[src/rtl/if_fetch_unit.sv]
// Instruction-fetch stage: issues reads to a multi-cycle instruction memory
// and loads the IF/ID pipeline register. FETCH_BUSY back-pressures the PC unit
// so the PC only moves when an instruction is handed over, on the start cycle,
// or when a branch flush is taken. A one-entry buffer absorbs decode stalls.
module if_fetch_unit #(
    parameter logic [31:0] NOP_INSTR = 32'h0000_0013
) (
    input  logic        CLK,
    input  logic        RESET,
    input  logic [31:0] PC,
    input  logic [31:0] PC_4,
    input  logic        STALL,
    input  logic        FLUSH,
    output logic        IMEM_READ,
    output logic [31:0] IMEM_ADDR,
    input  logic [31:0] IMEM_READDATA,
    input  logic        IMEM_BUSYWAIT,
    output logic        FETCH_BUSY,
    output logic [31:0] IF_ID_PC,
    output logic [31:0] IF_ID_PC_4,
    output logic [31:0] IF_ID_INSTR,
    output logic        IF_ID_VALID
);

    typedef enum logic [2:0] {StStart, StIssue, StWait, StHold, StDrain} state_t;

    state_t      state_q;
    logic [31:0] req_pc_q;
    logic [31:0] req_pc4_q;
    logic [31:0] buf_instr_q;

    logic        complete;
    logic        accept;
    logic [31:0] cur_pc;
    logic [31:0] cur_pc4;

    // Memory request and the address pair belonging to the current transaction
    always_comb begin
        IMEM_READ = (state_q == StIssue) || (state_q == StWait) || (state_q == StDrain);
        // In ISSUE the latch is not yet loaded, so the live PC is used directly
        IMEM_ADDR = (state_q == StIssue) ? PC : req_pc_q;
        cur_pc    = (state_q == StIssue) ? PC : req_pc_q;
        cur_pc4   = (state_q == StIssue) ? PC_4 : req_pc4_q;
        complete  = IMEM_READ && !IMEM_BUSYWAIT;
        accept    = !IF_ID_VALID || !STALL;
    end

    // PC unit back-pressure: low only when the PC is allowed to advance
    always_comb begin
        FETCH_BUSY = 1'b1;
        if (!RESET) begin
            case (state_q)
                StStart: FETCH_BUSY = 1'b0;
                StIssue,
                StWait: begin
                    if (FLUSH || (complete && accept)) FETCH_BUSY = 1'b0;
                end
                StHold: begin
                    if (FLUSH || !STALL) FETCH_BUSY = 1'b0;
                end
                StDrain: begin
                    if (FLUSH) FETCH_BUSY = 1'b0;
                end
                default: FETCH_BUSY = 1'b1;
            endcase
        end
    end

    // Fetch FSM, request latch, hold buffer and IF/ID register
    always_ff @(posedge CLK) begin
        if (RESET) begin
            state_q     <= StStart;
            req_pc_q    <= '0;
            req_pc4_q   <= '0;
            buf_instr_q <= '0;
            IF_ID_PC    <= '0;
            IF_ID_PC_4  <= '0;
            IF_ID_INSTR <= NOP_INSTR;
            IF_ID_VALID <= 1'b0;
        end else begin
            case (state_q)
                StStart: begin
                    state_q <= StIssue;
                end

                StIssue,
                StWait: begin
                    if (state_q == StIssue) begin
                        req_pc_q  <= PC;
                        req_pc4_q <= PC_4;
                    end
                    if (FLUSH) begin
                        IF_ID_VALID <= 1'b0;
                        IF_ID_INSTR <= NOP_INSTR;
                        buf_instr_q <= '0;
                        // An in-flight read must finish before a new one can start
                        state_q     <= complete ? StIssue : StDrain;
                    end else if (complete) begin
                        if (accept) begin
                            IF_ID_PC    <= cur_pc;
                            IF_ID_PC_4  <= cur_pc4;
                            IF_ID_INSTR <= IMEM_READDATA;
                            IF_ID_VALID <= 1'b1;
                            state_q     <= StIssue;
                        end else begin
                            buf_instr_q <= IMEM_READDATA;
                            state_q     <= StHold;
                        end
                    end else begin
                        state_q <= StWait;
                    end
                end

                StHold: begin
                    if (FLUSH) begin
                        IF_ID_VALID <= 1'b0;
                        IF_ID_INSTR <= NOP_INSTR;
                        buf_instr_q <= '0;
                        state_q     <= StIssue;
                    end else if (!STALL) begin
                        IF_ID_PC    <= req_pc_q;
                        IF_ID_PC_4  <= req_pc4_q;
                        IF_ID_INSTR <= buf_instr_q;
                        IF_ID_VALID <= 1'b1;
                        state_q     <= StIssue;
                    end
                end

                StDrain: begin
                    if (FLUSH) begin
                        IF_ID_VALID <= 1'b0;
                        IF_ID_INSTR <= NOP_INSTR;
                    end
                    // Data from the abandoned read is dropped
                    if (complete) state_q <= StIssue;
                end

                default: state_q <= StStart;
            endcase
        end
    end

endmodule

[config.mk]
export PLATFORM = sky130hd
export DESIGN_NAME = if_fetch_unit
export DESIGN_NICKNAME = d
export VERILOG_FILES = /design/src/rtl/if_fetch_unit.sv
export SDC_FILE = /design/constraint.sdc
export NUM_CORES = 1
export LEC_CHECK = 0
export ABC_CLOCK_PERIOD_IN_PS = 2810
export BUFFER_PORTS_ARGS = -buffer_cell sky130_fd_sc_hd__buf_2
export CAP_MARGIN = 40
export CORE_MARGIN = 1.5
export CORE_UTILIZATION = 50
export CTS_BUF_LIST = sky130_fd_sc_hd__clkbuf_8 sky130_fd_sc_hd__clkbuf_16
export CTS_CLUSTER_SIZE = 20
export DETAILED_ROUTE_END_ITERATION = 7
export MAX_ROUTING_LAYER = met4
export PLACE_DENSITY = 0.87
export SLEW_MARGIN = 20
export SYNTH_ARGS = -nofsm -noshare
export SYNTH_HDL_FRONTEND = slang
export SYNTH_SLANG_ARGS = --single-unit
[constraint.sdc]
create_clock -name CLK -period 2.81 [get_ports CLK]
set_input_delay 0.1405 -clock CLK [delete_from_list [all_inputs] [get_ports CLK]]
set_output_delay 0.1405 -clock CLK [all_outputs]
set_load 0.02 [all_outputs]
==> impl_table.tex <==
\begin{tabular}{lr}
\hline
Metric & Value \\
\hline
\multicolumn{2}{l}{\textbf{Yosys}} \\
\quad Synthesized netlist net count & slightly above 900 \\
\quad Number of synthesized register bits & roughly 200 \\
\quad Largest cells by area after synthesis & sky130\_fd\_sc\_hd\_\_dfxtp\_1 (48\%), sky130\_fd\_sc\_hd\_\_mux2i\_1 (12\%), sky130\_fd\_sc\_hd\_\_a211oi\_2 (7.0\%) \\
\quad Count of yosys warnings during synthesis & 0 \\
\quad Share of the yosys chip area belonging to registers & 48.1\% \\
\quad Mapped Area & a little over 8000 sq um \\
\quad Yosys top cell by area & sky130\_fd\_sc\_hd\_\_dfxtp\_1 \\
\quad Share of the synthesized area in the top cell type & between 40\% and 50\% \\
\quad Number of distinct library cells after synthesis & 37 \\
\quad Mapped Cells & around 830 \\
\quad Average size of a mapped cell & between 9 and 10 sq um \\
\multicolumn{2}{l}{\textbf{Drt}} \\
\quad Number of DRC violations after detailed-routing iteration 0 & about 600 \\
\quad Post-DR vias/cell & approximately 5.5 \\
\quad Vias & approximately 7200 \\
\quad Number of nets still failing antenna checks after routing & 0 \\
\quad 1st-pass router iterations & 5 \\
\quad Detailed-route wire length per cell & 17.0 um \\
\quad Count of unresolved DRC violations after routing & 0 \\
\quad Total wirelength of the detailed-routed design & roughly 22 mm \\
\multicolumn{2}{l}{\textbf{Critical path}} \\
\quad CP Class & reg -> out \\
\quad Critical path fanouts, max & 45 \\
\quad Peak per-stage delay on the critical path & between 0.5 and 0.6 ns \\
\quad Capturing point of the worst reg2reg path & IF\_ID\_INSTR[29] \\
\quad Worst endpoint data arrival time & 2.34 ns \\
\quad Top cell family by delay on the critical path & buffers and inverters \\
\quad Cells along the critical path & nor3b\_4 > buf\_12 > mux2i\_1 > inv\_1 > buf\_2 \\
\quad Number of cells on the critical path & 5 \\
\quad WP data required & 2.67 ns \\
\quad FF-to-FF setup slack & a little under 0.6 ns \\
\quad Number of cells traversed by the worst register-to-register path & 5 \\
\quad Critical Path Sink Type & output pin \\
\quad Reg-to-Reg Start & state\_q[1] \\
\quad Startpoint kind of the worst setup timing path & register \\
\quad Worst Path Buf+Inv & 3 \\
\quad Critical Path Slowest Stage Cell & sky130\_fd\_sc\_hd\_\_dfxtp\_2 \\
\multicolumn{2}{l}{\textbf{Pwr}} \\
\quad Power Dens Cells & 630 nW/um\^{}2 \\
\quad Static Leakage & 4.65 nW \\
\quad Sequential cell fraction of total power & 45.4\% \\
\quad Clk network pwr share & 36.7\% \\
\quad Reported net switching power & approximately 2 mW \\
\quad Switching fraction of total power & between 30\% and 40\% \\
\quad Cell-internal power & 4.59 mW \\
\quad VDD IR max & just under 400 uV \\
\quad Post-layout power & $\sim$6.6 mW \\
\quad Share of power burned in combinational logic & about 18\% \\
\multicolumn{2}{l}{\textbf{Timing}} \\
\quad Final-report max-slew violation count & 0 \\
\quad Slew at the pin closest to its max-slew limit & between 0.6 and 0.7 ns \\
\quad Final period demand of the worst path & 2.48 ns \\
\quad Worst slew margin relative to its limit & between 50\% and 60\% \\
\quad Final setup violation count & 0 \\
\quad Accumulated negative setup slack & 0 ns \\
\quad Max Clock Skew & about 0.013 ns \\
\quad Hold violation total from the final report & 0 \\
\quad Achievable frequency & roughly 400 MHz \\
\quad RSZ-0062 raised after global routing & false \\
\quad PnR worst setup slack & $\sim$0.33 ns \\
\quad Period utilization & 88.1\% \\
\multicolumn{2}{l}{\textbf{Clocking}} \\
\quad Clock tree buffer depth & 2 \\
\quad Post-CTS Repair Setup Buffers & 0 \\
\quad Cell at the root of the clock tree & sky130\_fd\_sc\_hd\_\_clkbuf\_16 \\
\quad Register clock-pin slew on the reported worst setup and hold paths & $\sim$0.070 ns \\
\quad Clock Sinks & a little under 200 \\
\quad TritonCTS clock tree & yes \\
\quad CTS Buf Count & 17 \\
\quad Clock latency on the worst-skew pair & 0.43 ns \\
\quad CTS H-tree depth & 4 \\
\quad Count of cells resized by post-cts repair & 0 \\
\multicolumn{2}{l}{\textbf{Floorplan}} \\
\quad Effective utilization at floorplan & between 50\% and 60\% \\
\quad Core ar. & 15900 sq um \\
\quad Die extent in x & 131 um \\
\quad Die height & around 130 um \\
\quad Top-level port count & $\sim$230 \\
\quad Row count & 46 \\
\quad Die footprint & about 17000 sq um \\
\multicolumn{2}{l}{\textbf{Place}} \\
\quad Cell count after placement & $\sim$1200 \\
\quad Detailed-placement wirelength estimate & between 10 and 15 mm \\
\quad Final RePlAce weighted congestion & between 0.8 and 0.9 \\
\quad Post-Place Setup Slack & about 0.69 ns \\
\quad Count of input and output buffers & roughly 230 \\
\quad Placed standard-cell area & between 9000 and 10000 sq um \\
\multicolumn{2}{l}{\textbf{Layout}} \\
\quad Most used cells in the layout excluding fill and tap cells & sky130\_fd\_sc\_hd\_\_buf\_2 (230), sky130\_fd\_sc\_hd\_\_dfxtp\_1 (195), sky130\_fd\_sc\_hd\_\_nor2\_1 (135) \\
\quad Layout fillers & $\sim$1200 \\
\quad Area growth from synthesis to layout & 28.7\% \\
\quad Count of nets after finishing & 1178 \\
\quad Post-route cell area & 10500 sq um \\
\quad Footprint of the multi-input gates & between 3000 and 4000 sq um \\
\quad Combined flip-flop and latch cell area & between 3000 and 4000 sq um \\
\quad Layout cell share with drive strength beyond 1 & between 30\% and 40\% \\
\quad Most common library cell in the layout ignoring fill and taps & sky130\_fd\_sc\_hd\_\_buf\_2 \\
\quad Number of cells in the finished layout apart from fillers & around 1300 \\
\multicolumn{2}{l}{\textbf{Status}} \\
\quad Outcome & completed \\
\multicolumn{2}{l}{\textbf{Worst hold path}} \\
\quad Class of the worst hold path & in -> reg \\
\quad Startpoint of the lowest-slack hold path & PC\_4[27] \\
\quad Worst hold path depth & 3 \\
\quad Hold worst-path end & req\_pc4\_q[27] \\
\multicolumn{2}{l}{\textbf{Global routing}} \\
\quad Number of global-route vias before repair & 6765 \\
\quad First-pass GRT wire length & around 34 mm \\
\quad Initial antenna violation count & 0 \\
\quad Total congestion overflow after global routing & 0 \\
\quad Maximum number of pins on one net before global-route repair & 110 \\
\quad Overall fraction of global-route tracks in use & $\sim$26\% \\
\multicolumn{2}{l}{\textbf{Flow run}} \\
\quad Max capacitance violation total & 0 \\
\hline
\end{tabular}
## power groups by stage
stage	Combinational (mW)	Clock [mW]	Sequential, mW
finish	1.18	2.43	3.01
global route	1.28	2.58	3.02
CTS	1.17	2.46	3.00
detailed placement	1.10	0	3.07
global placement	1.08	0	3.06
floorplan	0.685	0	3.16
## stage by stage
step                hold WS (ns)  utilization [%]
floorplan                  0.277                -
global placement           0.405             58.7
detailed placement         0.411             58.7
CTS                      0.00159             65.9
global route             0.00799             65.9
finish                   0.00657             65.9
## layer usage
metal / vias to the layer above / global-route usage (%) / wire (um)
li1: 3431 / - / -
met3: 41 / 6.84 / 1860
met2: 344 / 43.0 / 11100
met4: 0 / 10.9 / 596
met1: 3383 / 29.5 / 8710
met5: - / - / 0
## sequential cells by signal (all words and copies together) (netlist names)
register and count:
IF_ID_INSTR 32, IF_ID_PC 32, IF_ID_PC_4 32, IF_ID_VALID 1
buf_instr_q 32, req_pc4_q 32, req_pc_q 32, state_q 3
## cells in the mapped netlist (all sizes together)
master and count:
clkbuf 47, nor4 1, xnor2 1, o21ai 35
a32o 32, nand2 64, and3 4, o31ai 2
nor2 138, dfxtp 196, a211oi 64, nand3 1
nor2b 1, and4b 4, nand3b 1, and2 1
o2111a 1, or3 29, buf 34, o2111ai 29
o221ai 1, a22o 1, a21oi 9, a311oi 1
nor3b 2, o21ba 1, mux2i 96, inv 34
nor3 1
## worst max-delay path by stage
stage / start / endpoint / slack [ns]
after floorplan: state_q[2] / FETCH_BUSY / 1.08
after global placement: state_q[1] / IF_ID_INSTR[16] / 0.81
after detailed placement: state_q[1] / IF_ID_INSTR[21] / 0.69
after CTS: state_q[2] / IMEM_ADDR[22] / 0.37
after global routing: state_q[2] / IMEM_ADDR[30] / 0.21
final: state_q[2] / IMEM_ADDR[24] / 0.33
## kinds of logic (layout without fill, tap and decap cells)
group / Yosys count / count (layout) / synth area share, %
mux: 96 / 96 / 11.8
simple gates: 247 / 247 / 13.3
flops: 196 / 196 / 48.1
compound gates: 176 / 176 / 19.4
xor+xnor: 1 / 1 / 0.199
buf+inv: 115 / 374 / 7.26
other cells: 0 / 1 / 0
## what timing repair did
item | 4_1_cts | 5_1_grt
endpoints found under the setup margin | 0 | 0
hold endpoints to repair | 54 | 0
hold buffers | 54 | 0
## worst min-delay path, stage by stage
cell                      delay [ns]
sky130_fd_sc_hd__buf_2          0.08
sky130_fd_sc_hd__mux2i_1        0.09
sky130_fd_sc_hd__nor2_1         0.09
## layout make-up
type	instances	area share (%)
Clock inverter	15	1.75
Timing Repair Buffer	308	18.2
Inverter	34	1.21
Multi-Input combinational cell	520	34.9
Sequential cell	196	37.4
Antenna cell	1	0.0238
Clock buffer	17	4.05
Tap cell	216	2.57
Power figures use the tool's default switching activity.
